**src/rtl/writeback_queue.sv**
```systemverilog
// writeback_queue: in-order write-back buffer in front of the 32-entry
// register file. Accepts register writes from the load return path and the
// ALU result path, holds them in a DEPTH-entry FIFO and retires one entry per
// cycle onto the register-file write port.
//
// Optional feature: define WB_QUEUE_FORWARD_EN to build the two forwarding
// lookups (youngest pending value per address). Without it the fwd_* outputs
// are tied to zero and the lookup addresses are ignored.
module writeback_queue #(
    parameter int N     = 32,
    parameter int DEPTH = 4
) (
    input  logic                     clk,
    input  logic                     rst,
    input  logic                     alu_valid,
    input  logic [4:0]               alu_addr,
    input  logic [N-1:0]             alu_data,
    output logic                     alu_ready,
    input  logic                     mem_valid,
    input  logic [4:0]               mem_addr,
    input  logic [N-1:0]             mem_data,
    output logic                     mem_ready,
    output logic                     wr_ena,
    output logic [4:0]               wr_addr,
    output logic [N-1:0]             wr_data,
    input  logic [4:0]               fwd_addr0,
    input  logic [4:0]               fwd_addr1,
    output logic                     fwd_hit0,
    output logic                     fwd_hit1,
    output logic [N-1:0]             fwd_data0,
    output logic [N-1:0]             fwd_data1,
    output logic [$clog2(DEPTH):0]   count
);

    localparam int PW = $clog2(DEPTH);
    localparam int CW = PW + 1;

    logic [4:0]    addr_q [DEPTH];
    logic [N-1:0]  data_q [DEPTH];
    logic [PW-1:0] head;
    logic [PW-1:0] tail;
    logic [CW-1:0] cnt;

    logic          nonempty;
    logic [CW-1:0] free;
    logic          mem_push;
    logic          alu_push;
    logic [PW-1:0] alu_slot;
    logic [CW-1:0] cnt_next;

    assign count = cnt;

    // Handshake and push/pop decisions; the head retires every cycle it is
    // occupied, so its slot is counted as free for this cycle's accepts.
    always_comb begin
        nonempty  = (cnt != '0);
        free      = CW'(DEPTH) - cnt + CW'(nonempty);
        mem_ready = (free >= CW'(1));
        alu_ready = (free >= CW'(2)) || ((free >= CW'(1)) && !mem_valid);
        // Writes to register 0 complete the handshake but are dropped.
        mem_push  = mem_valid && mem_ready && (mem_addr != '0);
        alu_push  = alu_valid && alu_ready && (alu_addr != '0);
        // The load entry is older, so the ALU entry lands behind it.
        alu_slot  = tail + PW'(mem_push);
        cnt_next  = cnt + CW'(mem_push) + CW'(alu_push) - CW'(nonempty);
    end

    // Entry storage: load write first, ALU write in the following slot.
    always_ff @(posedge clk or negedge rst) begin
        if (!rst) begin
            for (int unsigned i = 0; i < DEPTH; i++) begin
                addr_q[i] <= '0;
                data_q[i] <= '0;
            end
        end else begin
            if (mem_push) begin
                addr_q[tail] <= mem_addr;
                data_q[tail] <= mem_data;
            end
            if (alu_push) begin
                addr_q[alu_slot] <= alu_addr;
                data_q[alu_slot] <= alu_data;
            end
        end
    end

    // Head/tail pointers wrap naturally at DEPTH (power of two); occupancy.
    always_ff @(posedge clk or negedge rst) begin
        if (!rst) begin
            head <= '0;
            tail <= '0;
            cnt  <= '0;
        end else begin
            head <= head + PW'(nonempty);
            tail <= tail + PW'(mem_push) + PW'(alu_push);
            cnt  <= cnt_next;
        end
    end

    // Register-file write port driven straight from the head entry.
    always_comb begin
        wr_ena  = nonempty;
        wr_addr = '0;
        wr_data = '0;
        if (nonempty) begin
            wr_addr = addr_q[head];
            wr_data = data_q[head];
        end
    end

`ifdef WB_QUEUE_FORWARD_EN
    // Forwarding lookup: scan oldest to youngest so the youngest match wins.
    always_comb begin
        fwd_hit0  = 1'b0;
        fwd_hit1  = 1'b0;
        fwd_data0 = '0;
        fwd_data1 = '0;
        for (int unsigned i = 0; i < DEPTH; i++) begin
            if (CW'(i) < cnt) begin
                if ((fwd_addr0 != '0) && (addr_q[head + PW'(i)] == fwd_addr0)) begin
                    fwd_hit0  = 1'b1;
                    fwd_data0 = data_q[head + PW'(i)];
                end
                if ((fwd_addr1 != '0) && (addr_q[head + PW'(i)] == fwd_addr1)) begin
                    fwd_hit1  = 1'b1;
                    fwd_data1 = data_q[head + PW'(i)];
                end
            end
        end
    end
`else
    logic unused_fwd_addr;

    // Forwarding not built: outputs tied off, lookup addresses unused.
    always_comb begin
        fwd_hit0        = 1'b0;
        fwd_hit1        = 1'b0;
        fwd_data0       = '0;
        fwd_data1       = '0;
        unused_fwd_addr = ^{fwd_addr0, fwd_addr1};
    end
`endif

endmodule

```
**config.mk**
```make
export PLATFORM = sky130hd
export DESIGN_NAME = writeback_queue
export DESIGN_NICKNAME = d
export VERILOG_FILES = /design/src/rtl/writeback_queue.sv
export SDC_FILE = /design/constraint.sdc
export NUM_CORES = 1
export LEC_CHECK = 0
export CELL_PAD_IN_SITES_DETAIL_PLACEMENT = 0
export CELL_PAD_IN_SITES_GLOBAL_PLACEMENT = 1
export CORE_UTILIZATION = 40
export DETAILED_ROUTE_END_ITERATION = 8
export DONT_BUFFER_PORTS = 1
export GPL_TIMING_DRIVEN = 0
export MAX_ROUTING_LAYER = met4
export PLACE_DENSITY_LB_ADDON = 0.1
export SLEW_MARGIN = 40
export SYNTH_ARGS = -nofsm -noshare
export SYNTH_HDL_FRONTEND = slang
export SYNTH_SLANG_ARGS = --single-unit
```
**constraint.sdc**
```tcl
create_clock -name clk -period 4.3 [get_ports clk]
set_input_delay 0.215 -clock clk [delete_from_list [all_inputs] [get_ports clk]]
set_output_delay 0.215 -clock clk [all_outputs]
set_load 0.02 [all_outputs]
```
; ---- After elaboration in Yosys (flattened, before gate mapping)
; Cells that the tools add are included.
[totals]
input_bits = 88
register_bits = 155
word_cells = 65
output_inout_bits = 109
[classes]
add_sub_neg = 8
n_reduce_logical = 12
n_lt_le_gt_ge = 7
n_mux = 24
n_bitwise = 3
[op_table]
columns = operator, count
row1 = bitwise mux 128 bit, 2
row2 = two-way mux 128 bit, 2
row3 = two-way mux 32 bit, 5
row4 = demux 32 bit (select 2 bit), 2
row5 = binary-select mux 32 bit (select 2 bit), 1
row6 = bitwise mux 20 bit, 2
row7 = two-way mux 20 bit, 2
row8 = two-way mux 5 bit, 5
row9 = demux 5 bit (select 2 bit), 2
row10 = binary-select mux 5 bit (select 2 bit), 1
row11 = nonzero test 5 bit, 2
row12 = adder 3 x 1 -> 3 bit, 3
row13 = ">= comparator 3 bit, second input constant", 3
row14 = inverter 2 -> 3 bit, 3
row15 = logical AND 1 bit, 7
row16 = adder 2 x 1 -> 2 bit, 3
row17 = "< comparator 3 x 1 -> 1 bit, second input constant", 2
row18 = ">= comparator 3 x 1 -> 1 bit, second input constant", 1
row19 = ">= comparator 3 x 2 -> 1 bit, second input constant", 1
row20 = nonzero test 3 bit, 1
row21 = subtractor 3 x 1 -> 3 bit, 1
row22 = "subtractor 3 bit, first input constant", 1
row23 = logical NOT 1 bit, 1
row24 = logical OR 1 bit, 1

; ---- Depth between registers and ports, before layout
; Gate-level depths: netlist of run 1.
[logic_depth]
word_depth = 13
mapped_depth = 17
mapped_depth_nobuf = 15

; ---- Worst setup path before layout of run 1
; OpenSTA, ideal clock, no wires.
[synth_timing]
path_kind = flip-flop to flip-flop
startpoint = register cnt[2] (netlist: count[2])
endpoint = register cnt[2] (netlist: count[2])
arrival_ps = 3632
setup_ps = 135
t_required_ps = 4165
slack_ps = 533
path_stages_with_launch = 18
cell_sequence = dfrtp_1 > nor3_1 > clkbuf_1 > clkbuf_1 > ha_1 > inv_1 > ha_1 > xnor2_1 > a21oi_1 > inv_1 > ha_1 > xnor2_1 > ha_1 > inv_1 > o31ai_1 > fa_1 > xor2_1 > xnor2_1
[synth_between]
elab_chain_cells = 9
word_cells_on_any_way = 14
classes_between = 5 x add/sub / 2 x order compare / 7 x reduce/logical
[synth_lines]
columns = item, line
row1 = from (decl), 42  ; logic [CW-1:0] cnt;
row2 = from (signal assigned), 96  ; cnt <= cnt_next;
row3 = "parallel branches: the longest is 8 deep, another holds subtractor 3 bit", --
row4 = subtractor 3 x 1 -> 3 bit (*), 65  ; cnt_next = cnt + CW'(mem_push) + CW'(alu_push) - CW'(nonempty);
row5 = via cnt_next[2], 49  ; logic [CW-1:0] cnt_next;
; Mark *: on every way through the listed nets, which the timed path passes.

; ---- Worst setup path in the final report of run 1
[layout_timing]
startpoint = register cnt[0] (netlist: count[0])
endpoint = register data_q[93] in the netlist's numbering
[layout_between]
elab_chain_cells = 13
word_cells_on_any_way = 21
classes_between = 3 x add/sub / 4 x order compare / 5 x mux / 1 x bitwise / 8 x reduce/logical
[layout_lines]
columns = item, line
row1 = subtractor 3 bit or nonzero test 3 bit (tied branches), "57, 56"
row2 = adder 3 x 1 -> 3 bit (*), 57  ; free = CW'(DEPTH) - cnt + CW'(nonempty);
row3 = >= comparator 3 x 1 -> 1 bit, "58, 59"
row4 = logical AND 1 bit (2 in a row), 61  ; mem_push = mem_valid && mem_ready && (mem_addr != '0);
row5 = adder 2 x 1 -> 2 bit, 64  ; alu_slot = tail + PW'(mem_push);
row6 = inverter 2 -> 3 bit (not written as such), 82  ; data_q[alu_slot] <= alu_data;
row7 = >= comparator 3 bit (not written as such) or < comparator 3 x 1 -> 1 bit (tied branches), 82
row8 = logical AND 1 bit (not written as such), 82
row9 = two-way mux 32 bit (not written as such), 82
row10 = demux 32 bit (select 2 bit), 82
row11 = bitwise mux 128 bit, 82
row12 = two-way mux 128 bit (*), 80  ; if (alu_push) begin
row13 = "to (signal, indexed assignment)", 78  ; data_q[tail] <= mem_data;
row14 = "to (signal, indexed assignment)", 82
row15 = to (decl), 39  ; logic [N-1:0] data_q [DEPTH];
; Mark *: on every way between the ends. The rest lies on a longest branch, timed or not.

==> flow_summary.yaml, run 1 <==
finish:
  fin_nets: 1324
  area_growth_pct: 17.6
  fin_cells: 1565
  seq_area_um2: 3880
  multi_input_area_um2: 5270
  drive_gt1_share_pct: 17.3
  n_fill_cell: 2438
power:
  powerDensity_nw_per_um2: 900
  vdd_drop_max_uv: 521
  total_leakage_power_nw: 4.67
  power.total_mw: 10.7
drt:
  ant_nets: 0
  drt-pass1-iter-count: 5
  dr.first_iter.drc_count: 918
  routedWlPerCell_um: 26.0
  vias: 9634
  wirelength_mm: 40.7
  routed_via_density: 6.16
  drc_errors: 0
run_status:
  outcome: "complete, no violations"
worst_setup_path:
  crit_required_ns: 4.62
  r2r-start: "count[0]$_DFF_PN0_"
  reg2reg_slack_ns: 0.29
  worst_ep_arrival_time_ns: 4.33
  r2r_cells: 15
  start_kind: "register"
  slowest_stage: "dfrtp_1"
  cpPeakStageDelay_ns: 0.53
  crit_chain: "nor3_4 -> clkbuf_4 -> clkbuf_4 -> ha_1 -> inv_1 -> ha_1 -> xnor2_1 -> a21oi_1 -> ha_1 -> xnor2_2 -> o211ai_1 -> clkbuf_2 -> clkbuf_2 -> or3_1 -> o31a_1"
  timing.critical_path.mode_cell: "ha_1"
  crit_type: "register to register"
  reg2reg_to: "data_q[93]$_DFF_PN0_"
  critical_path.max_fanout: 10
  worst_setup_path_end_kind: "register"
hold_path:
  hp-start: "alu_data[26]"
  holdPathEnd: "data_q[26]$_DFF_PN0_"
  holdCritPathClass: "input port to register"
  worstHoldPathCells: 2
yosys:
  syn_area_um2: 10100
  avgSynthCellArea_um2: 9.19
  synth_seq_cells: 155
  yosys_warnings: 0
  async_flop_share_pct: 100
  ys_seq_area_share_pct: 38.3
  synthFlopType: "dfrtp_1"
  synthCells: 1103
  synth_cell_type_count: 34
  synth_edf_count: 0
global_route:
  grt_overflow: 0
  grt_antenna_before_repair: 0
  grt_max_degree: 156
  grtUsageTotal_pct: 32.7
  grt_pass1_vias: 9398
  grt_pass1_wl_mm: 61.0
cts:
  clk_latency_ns: 0.44
  path_clk_slew_ns: 0.07
  htreeDepth: 4
  cts-buffers-inserted: 17
  cts.sinks: 155
  cts.root.buffer_cell: "clkbuf_16"
  cts_tree: "done"
  clock_path_buffers: 2
placed_design:
  place_hpwl_mm: 26.1
  gp_congestion: 0.879
  port-buffer-count: 0
  dp.cells: 1492
die:
  core_um2: 24600
  initial_core_util_pct: 41.2
  die_h_um: 161
  die_w_um: 161
  io_pins: 197
  rows: 57
  die_area_um2: 26000
sta:
  fmax_mhz: 249
  hold_violations: 0
  drv_slew: 0
  finalSetupViolCount: 0
  layout_min_cycle_time_ns: 4.01
  rsz0062_at_grt: "false"
  skew_ns: 0.0115
  slew_headroom_pct: 48.5
  finalCritPeriodShare_pct: 93.2
  worst_pin_slew_ns: 0.772
job:
  drv_cap: 0
## critical path: cells and delay by family, from the launching register on
family | cells | cell delay, ns
adders and majority gates | 3 | 0.65
AOI/OAI and AO/OA | 3 | 0.45
buffers and inverters | 5 | 1.18
and+or+nand+nor | 2 | 0.64
DFF | 1 | 0.53
xor gates and xnor gates | 2 | 0.45
## worst max-delay path by stage
stage | startpoint | to | slack [ns]
detailed placement | count[2]$_DFF_PN0_ | data_q[83]$_DFF_PN0_ | -0.85
global route | count[0]$_DFF_PN0_ | data_q[68]$_DFF_PN0_ | 0.04
finish | count[0]$_DFF_PN0_ | data_q[93]$_DFF_PN0_ | 0.29
floorplan | count[2]$_DFF_PN0_ | count[2]$_DFF_PN0_ | 0.53
CTS | count[2]$_DFF_PN0_ | data_q[66]$_DFF_PN0_ | 0.0004
global placement | count[2]$_DFF_PN0_ | data_q[80]$_DFF_PN0_ | -0.86
## cells in the mapped netlist (3+ instances only)
cell type,count,share of area [%]
nor2_1,4,0.15
clkbuf_1,71,2.6
o21ai_0,75,3.7
buf_4,75,5.6
nor3_1,149,7.4
o21a_1,42,3.1
nor2b_1,40,2.5
inv_1,45,1.7
o31a_1,42,3.6
or2_1,3,0.19
xor2_1,3,0.26
a31oi_1,106,6.5
ha_1,7,0.86
mux4_2,37,8.2
or3_1,148,9.1
buf_6,6,0.67
dfrtp_1,155,38
xnor2_1,5,0.43
buf_2,38,1.9
o211ai_1,4,0.30
o21ai_1,35,1.7
## state kept, by name, summed over array words and instances (netlist names)
register,cells
addr_q,20
tail,2
count,3
data_q,128
head,2
## per-layer routing
metal	vias up	track usage, %	part of all wire [%]
met5	-	-	0
met4	0	10.2	2.6
met3	80	7.40	8.5
met2	537	48.7	46
met1	4820	44.2	43
li1	4197	-	-
## per-stage QoR
step / setup WS [ns] / hold WS (ns) / util [%] / cell area, um^2 / TNS, ns
after floorplan: 0.533 / -0.0806 / - / 10400 / 0
after global placement: -0.856 / -0.0711 / 43.8 / 10800 / -99.19
after detailed placement: -0.848 / -0.0710 / 43.8 / 10800 / -97.92
after CTS: 0.000408 / 0.000239 / 48.2 / 11900 / 0
after global routing: 0.0447 / 0.00555 / 48.4 / 11900 / 0
final: 0.291 / 0.000341 / 48.4 / 11900 / 0
## final cells by class
class,instances,area share (%)
repair buffers,41,3.72
flip-flops and latches,155,32.5
clock buffers,19,3.72
diodes,1,0.0210
multi-input cells,778,44.2
well taps,324,3.40
inverters,45,1.42
plain buffers,190,9.35
clock inverters,12,1.65
## power breakdown
| group | total (mW) | leakage, nW | internal [mW] | switching (mW) |
|---|---|---|---|---|
| Combinational | 6.26 | 2.56 | 2.30 | 3.96 |
| Sequential | 2.75 | 1.81 | 2.28 | 0.468 |
| Clock | 1.72 | 0.305 | 1.04 | 0.680 |
| Total | 10.7 | 4.67 | 5.62 | 5.11 |
## layout by cell type (no fill, tap or decap), drive strengths merged, types with 2 or more instances in the layout
cell and count:
a31oi 106, buf 123, bufinv 5, clkbuf 89
clkinv 4, clkinvlp 3, conb 66, dfrtp 155
dlygate4sd3 38, ha 7, inv 45, mux4 37
nor2 5, nor2b 40, nor3 149, o211ai 5
o21a 42, o21ai 111, o31a 42, or2 3
or3 148, or4 2, xnor2 5, xor2 4
## repair_timing
item                                    in CTS  in global routing
hold buffers                                39                  0
endpoints found under the setup margin     150                124
buffers inserted                             0                  1
cloned                                       0                  0
hold endpoints to repair                   274                  0
resized for setup                           12                 21
pin swaps                                    0                  1
## kinds of logic after synthesis
kind of cell | Yosys count | share of synthesized area (%)
fa+ha+maj | 8 | 1.06
other cells | 1 | 0.0370
flops | 155 | 38.3
xor+xnor | 9 | 0.852
simple gates | 349 | 19.6
compound gates | 309 | 19.5
mux | 37 | 8.22
buf+inv | 235 | 12.4
Power figures use the tool's default switching activity.
==> run 2, diff against run 1 <==
Settings changed: CELL_PAD_IN_SITES_DETAIL_PLACEMENT 0 to 1, CORE_ASPECT_RATIO from default to 0.7.
==> flow_summary.yaml, run 2 (synthesis results as in run 1) <==
run_status:
  outcome: "finished, violations left"
  violations: "negative hold slack"
sta:
  finalSetupViolCount: 0
  worst_pin_slew_ns: 0.805
  rsz0062_at_grt: "false"
  finalCritPeriodShare_pct: 89.9
  final.setup.tns_ns: 0
  holdWs_ns: -0.0147
  skew_ns: 0.00942
  hold_violations: 1
  layout_min_cycle_time_ns: 3.87
  slew_headroom_pct: 46.3
  drv_slew: 0
  fmax_mhz: 259
die:
  initial_core_util_pct: 40.9
  core_um2: 24700
  die_w_um: 192
  rows: 48
  die_area_um2: 26000
  die_h_um: 135
  io_pins: 197
finish:
  layout_commonest_cell: "dfrtp_1"
  largest_register_ffs: 128
  regMostFlops: "data_q"
  fin_cells: 1568
  fin_nets: 1325
  final_cell_mix: "dfrtp_1 (154), or3_1 (148), nor3_1 (148)"
  drive_gt1_share_pct: 17.2
  area_growth_pct: 17.8
cts:
  path_clk_slew_ns: 0.07
  clk_latency_ns: 0.45
  htreeDepth: 4
  cts_tree: "done"
  cts.root.buffer_cell: "clkbuf_16"
  cts.sinks: 155
  clock_path_buffers: 2
  cts-buffers-inserted: 17
worst_setup_path:
  critical_path.max_fanout: 19
  cpPeakStageDelay_ns: 0.52
  start_kind: "register"
  crit_required_ns: 4.63
  timing.critical_path.mode_cell: "ha_1"
  slowest_stage: "dfrtp_1"
  worst_ep_arrival_time_ns: 4.20
  worst_setup_path_end_kind: "register"
  crit_type: "register to register"
  crit_chain: "nor3_4 -> clkbuf_4 -> ha_1 -> inv_1 -> ha_1 -> nor2b_1 -> a21oi_1 -> ha_1 -> xnor2_2 -> o211ai_1 -> buf_2 -> clkbuf_2 -> or3_1 -> o31a_1"
power:
  power.total_mw: 10.9
  pwr-share-seq_pct: 25.6
  powerDensity_nw_per_um2: 913
  pwr-share-comb_pct: 58.6
  switchingPower_mw: 5.26
  vdd_drop_max_uv: 407
  total_leakage_power_nw: 4.69
  swShare_pct: 48.2
  internal_power_mw: 5.65
  clkPwrFrac_pct: 15.8
placed_design:
  port-buffer-count: 0
  gp_congestion: 0.866
  place_hpwl_mm: 29.1
  dp.cells: 1493
global_route:
  grt_pass1_vias: 10100
  grtUsageTotal_pct: 35.5
  grt_max_degree: 156
  grt_pass1_wl_mm: 65.1
  grt_antenna_before_repair: 1
  grt_overflow: 0
drt:
  routedWlPerCell_um: 27.8
  ant_nets: 0
  drc_errors: 0
  wirelength_mm: 43.5
  drt-pass1-iter-count: 5
  dr.first_iter.drc_count: 1041
  vias: 9990
  routed_via_density: 6.37
job:
  drv_cap: 0
hold_path:
  holdCritPathClass: "input port to register"
## run 2: path summary, 6_finish.rpt
kind / slack (ns) / cells after the start / from / end
worst min register to register: 0.50 / 1 / head[0]$_DFF_PN0_ / head[0]$_DFF_PN0_
worst max-delay path: 0.43 / 14 / count[1]$_DFF_PN0_ / data_q[81]$_DFF_PN0_
worst max register to register: 0.43 / 14 / count[1]$_DFF_PN0_ / data_q[81]$_DFF_PN0_
max in group asynchronous: 3.18 / 3 / rst / data_q[122]$_DFF_PN0_
min in group asynchronous: 0.32 / 2 / rst / data_q[70]$_DFF_PN0_
worst min-delay path: -0.01 / 2 / alu_data[4] / data_q[100]$_DFF_PN0_
## run 2: area by class of cell
cell class,instances,area (um^2)
Sequential cell,155,3880
Antenna cell,2,5.00
Fill cell,2880,12800
Timing Repair Buffer,43,465
Inverter,45,169
Tap cell,325,407
Buffer,189,1110
Multi-Input combinational cell,778,5270
Clock inverter,8,165
Clock buffer,23,468
## run 2: power groups by stage
stage | logic (mW) | registers [mW] | clock network (mW)
2_1_floorplan | 4.45 | 2.57 | 0
3_3_place_gp | 5.97 | 2.75 | 0
3_5_place_dp | 6.13 | 2.77 | 0
4_1_cts | 6.27 | 2.76 | 1.72
5_1_grt | 6.81 | 2.86 | 1.78
6_report | 6.39 | 2.79 | 1.73
## run 2: timing repair
| item | CTS | global route |
|---|---|---|
| buffers inserted | 0 | 0 |
| hold buffers | 41 | 1 |
| hold endpoints to repair | 265 | 1 |
| gates resized for setup | 16 | 23 |
| setup endpoints to repair | 150 | 126 |
## run 2: routing by layer
| layer | routed length [um] | up-vias | global-route usage [%] |
|---|---|---|---|
| li1 | - | 4213 | - |
| met1 | 19900 | 5109 | 51.1 |
| met2 | 18500 | 597 | 48.9 |
| met3 | 4320 | 71 | 8.75 |
| met4 | 850 | 0 | 10.4 |
| met5 | 0 | - | - |
## run 2: worst max-delay path: cells and delay by family (launching register included)
kind	cells	cell delay, ns
buffers and inverters	4	0.93
AND/OR/NAND/NOR	3	0.84
adder cells (fa/ha/maj)	3	0.75
flip-flops	1	0.52
AO/OA/AOI/OAI	3	0.44
XOR/XNOR	1	0.25
## run 2: per-stage QoR
step	hold slack (ns)	setup WS (ns)	instance area [um^2]	util, %
floorplan	-0.0806	0.533	10400	-
global placement	-0.0720	-0.927	10800	43.6
detailed placement	-0.0730	-0.995	10800	43.6
CTS	0.000106	0.00777	11900	48.0
global route	0.00317	0.111	11900	48.2
finish	-0.0147	0.434	11900	48.2
==> run 3, diff against run 2 <==
Settings changed: ABC_AREA from default to 1, MAX_ROUTING_LAYER met4 to default.
==> flow_summary.yaml, run 3 <==
run_status:
  outcome: "complete, no violations"
die:
  rows: 53
  io_pins: 197
  die_h_um: 149
  die_w_um: 211
  initial_core_util_pct: 40.8
  core_um2: 30100
  die_area_um2: 31400
global_route:
  grt_antenna_before_repair: 4
  grt_max_degree: 156
  grt_pass1_wl_mm: 87.9
  grt_pass1_vias: 14200
  grtUsageTotal_pct: 37.8
  grt_overflow: 0
finish:
  diodes: 0
  layout_commonest_cell: "nand2_1"
  largest_register_ffs: 128
  final_cell_mix: "nand2_1 (712), nor2_1 (598), dfrtp_1 (152)"
  n_fill_cell: 4219
  regMostFlops: "data_q"
  seq_area_um2: 3880
  fin_nets: 2261
  multi_input_area_um2: 7330
  area_growth_pct: 15.4
  drive_gt1_share_pct: 10.9
placed_design:
  place_hpwl_mm: 40.8
  port-buffer-count: 0
  gp_congestion: 0.906
yosys:
  synthCells: 2037
  syn_area_um2: 12300
  avgSynthCellArea_um2: 6.03
  synthFlopType: "dfrtp_1"
  synth_top_area_share_pct: 31.6
  ys_seq_area_share_pct: 31.6
  synth_seq_cells: 155
  yosysMostFrequentCell: "nand2_1"
  synth_edf_count: 0
  synth_cell_type_count: 32
  synth_common_cells: "nand2_1 (712), nor2_1 (599), dfrtp_1 (155), nand4_1 (149), buf_4 (80)"
  ys_top_cells_by_area: "dfrtp_1 (32%), nand2_1 (22%), nor2_1 (18%)"
  async_flop_share_pct: 100
  yosys.area.top_type: "dfrtp_1"
  yosys_warnings: 0
sta:
  slew_headroom_pct: 39.8
  rsz0062_at_grt: "false"
  layout_min_cycle_time_ns: 4.05
  skew_ns: 0.0108
  finalCritPeriodShare_pct: 94.1
  finalSetupViolCount: 0
  fmax_mhz: 247
  holdWs_ns: 0.0977
  hold_violations: 0
  worst_pin_slew_ns: 0.903
  drv_slew: 0
drt:
  ant_nets: 0
  drc_errors: 0
  wl_met3_mm: 6.75
  routedWlPerCell_um: 22.8
  drt-pass1-iter-count: 5
  dr.first_iter.drc_count: 1418
  m1WireLength_mm: 25.9
  routed.top_layer: "met5"
  met2_length_mm: 25.0
  vias: 14600
  routed_via_density: 5.63
  wirelength_mm: 59.0
cts:
  htreeDepth: 4
  cts-buffers-inserted: 17
  cts.root.buffer_cell: "clkbuf_16"
  path_clk_slew_ns: 0.07
  cts_tree: "done"
  clock_path_buffers: 2
  clk_latency_ns: 0.48
  cts.sinks: 155
power:
  powerDensity_nw_per_um2: 943
  total_leakage_power_nw: 7.56
  vdd_drop_max_uv: 355
  power.total_mw: 13.4
worst_setup_path:
  worst_ep_arrival_time_ns: 4.44
  crit_chain: "nor3_4 -> buf_4 -> ha_1 -> inv_1 -> ha_1 -> nor2_2 -> nand3_4 -> nand3_2 -> buf_4 -> buf_4 -> inv_1 -> ha_1 -> buf_2 -> nand4_1 -> nor2_4 -> buf_4 -> nor2_1 -> nor2_1"
  worst_setup_path_end_kind: "register"
  reg2reg_slack_ns: 0.25
  crit_required_ns: 4.70
  start_kind: "register"
  timing.critical_path.mode_cell: "buf_4"
  critical_path.max_fanout: 10
  crit_type: "register to register"
  slowest_stage: "dfrtp_2"
  cpPeakStageDelay_ns: 0.49
job:
  drv_cap: 0
hold_path:
  holdCritPathClass: "input port to register"
==> run 3: cell count changes in the layout (fill, tap and decap cells not counted), moves of 37 or more <==
cell,previous run,this run
o31a_1,42,0
nor2b_1,40,0
mux4_2,37,0
nor2_1,4,598
o21a_1,42,0
nor3_1,148,0
nand4_1,0,149
nand2_1,1,712
a31oi_1,106,0
nand3_1,0,38
or3_1,148,0
==> run 3: metrics by stage <==
step | TNS, ns | area, um^2 | utilization [%] | setup WS (ns) | cells
after floorplan | 0 | 12500 | - | 0.600 | 2102
after CTS | 0 | 14100 | 46.9 | 0.00423 | 2589
final | 0 | 14200 | 47.0 | 0.253 | 2590
after global routing | 0 | 14200 | 47.0 | 0.0162 | 2590
after global placement | -99.74 | 13000 | 43.3 | -0.934 | 2514
after detailed placement | -109.48 | 13000 | 43.3 | -1.02 | 2514
==> run 3: routing by layer <==
layer,up-vias,track usage [%]
li1,6601,-
met1,7151,54.1
met2,736,54.8
met3,95,10.3
met4,6,12.2
met5,-,0
==> run 3: path summary, 6_finish.rpt <==
| kind | startpoint | endpoint | cells after the start |
|---|---|---|---|
| max | count[0]$_DFF_PN0_ | data_q[23]$_DFF_PN0_ | 18 |
| min | mem_data[18] | data_q[50]$_DFF_PN0_ | 6 |
| max reg2reg | count[0]$_DFF_PN0_ | data_q[23]$_DFF_PN0_ | 18 |
| min reg2reg | addr_q[3]$_DFF_PN0_ | addr_q[3]$_DFF_PN0_ | 4 |
| max in group asynchronous | rst | data_q[124]$_DFF_PN0_ | 3 |
| min in group asynchronous | rst | count[1]$_DFF_PN0_ | 2 |
==> run 3: what timing repair did <==
action | CTS | global route
gates resized for setup | 4 | 11
hold endpoints to repair | 303 | 0
endpoints found under the setup margin | 151 | 123
cloned | 0 | 0
setup buffers | 4 | 0
pin swaps | 3 | 1
hold buffers | 39 | 0
==> run 3: logic make-up after synthesis <==
| group | count (synthesis) | synth area share [%] |
|---|---|---|
| AOI/OAI and AO/OA | 113 | 4.65 |
| DFF | 155 | 31.6 |
| and+or+nand+nor | 1523 | 51.7 |
| buffers and inverters | 232 | 10.8 |
| adders and majority gates | 8 | 0.877 |
| xor gates and xnor gates | 5 | 0.357 |
| other | 1 | 0.0306 |
==> run 3: cell type report <==
| type | instances | area share [%] |
|---|---|---|
| Inverter | 18 | 0.512 |
| Tap cell | 412 | 3.64 |
| Sequential cell | 155 | 27.4 |
| Timing Repair Buffer | 44 | 3.37 |
| Clock inverter | 12 | 1.02 |
| Clock buffer | 20 | 3.30 |
| Multi-Input combinational cell | 1715 | 51.8 |
| Buffer | 214 | 8.96 |
==> run 3: critical path: cells and delay by family (launching register included) <==
| kind | cells | cell delay (ns) |
|---|---|---|
| AND/OR/NAND/NOR | 8 | 1.33 |
| buffers and inverters | 7 | 1.37 |
| flip-flops | 1 | 0.49 |
| adder cells (fa/ha/maj) | 3 | 0.76 |
==> run 3: where the power goes <==
group / internal (mW) / switching (mW) / total, mW / leakage, nW
combinational: 2.57 / 6.18 / 8.74 / 5.39
sequential: 2.26 / 0.671 / 2.93 / 1.88
clock: 0.954 / 0.731 / 1.68 / 0.294
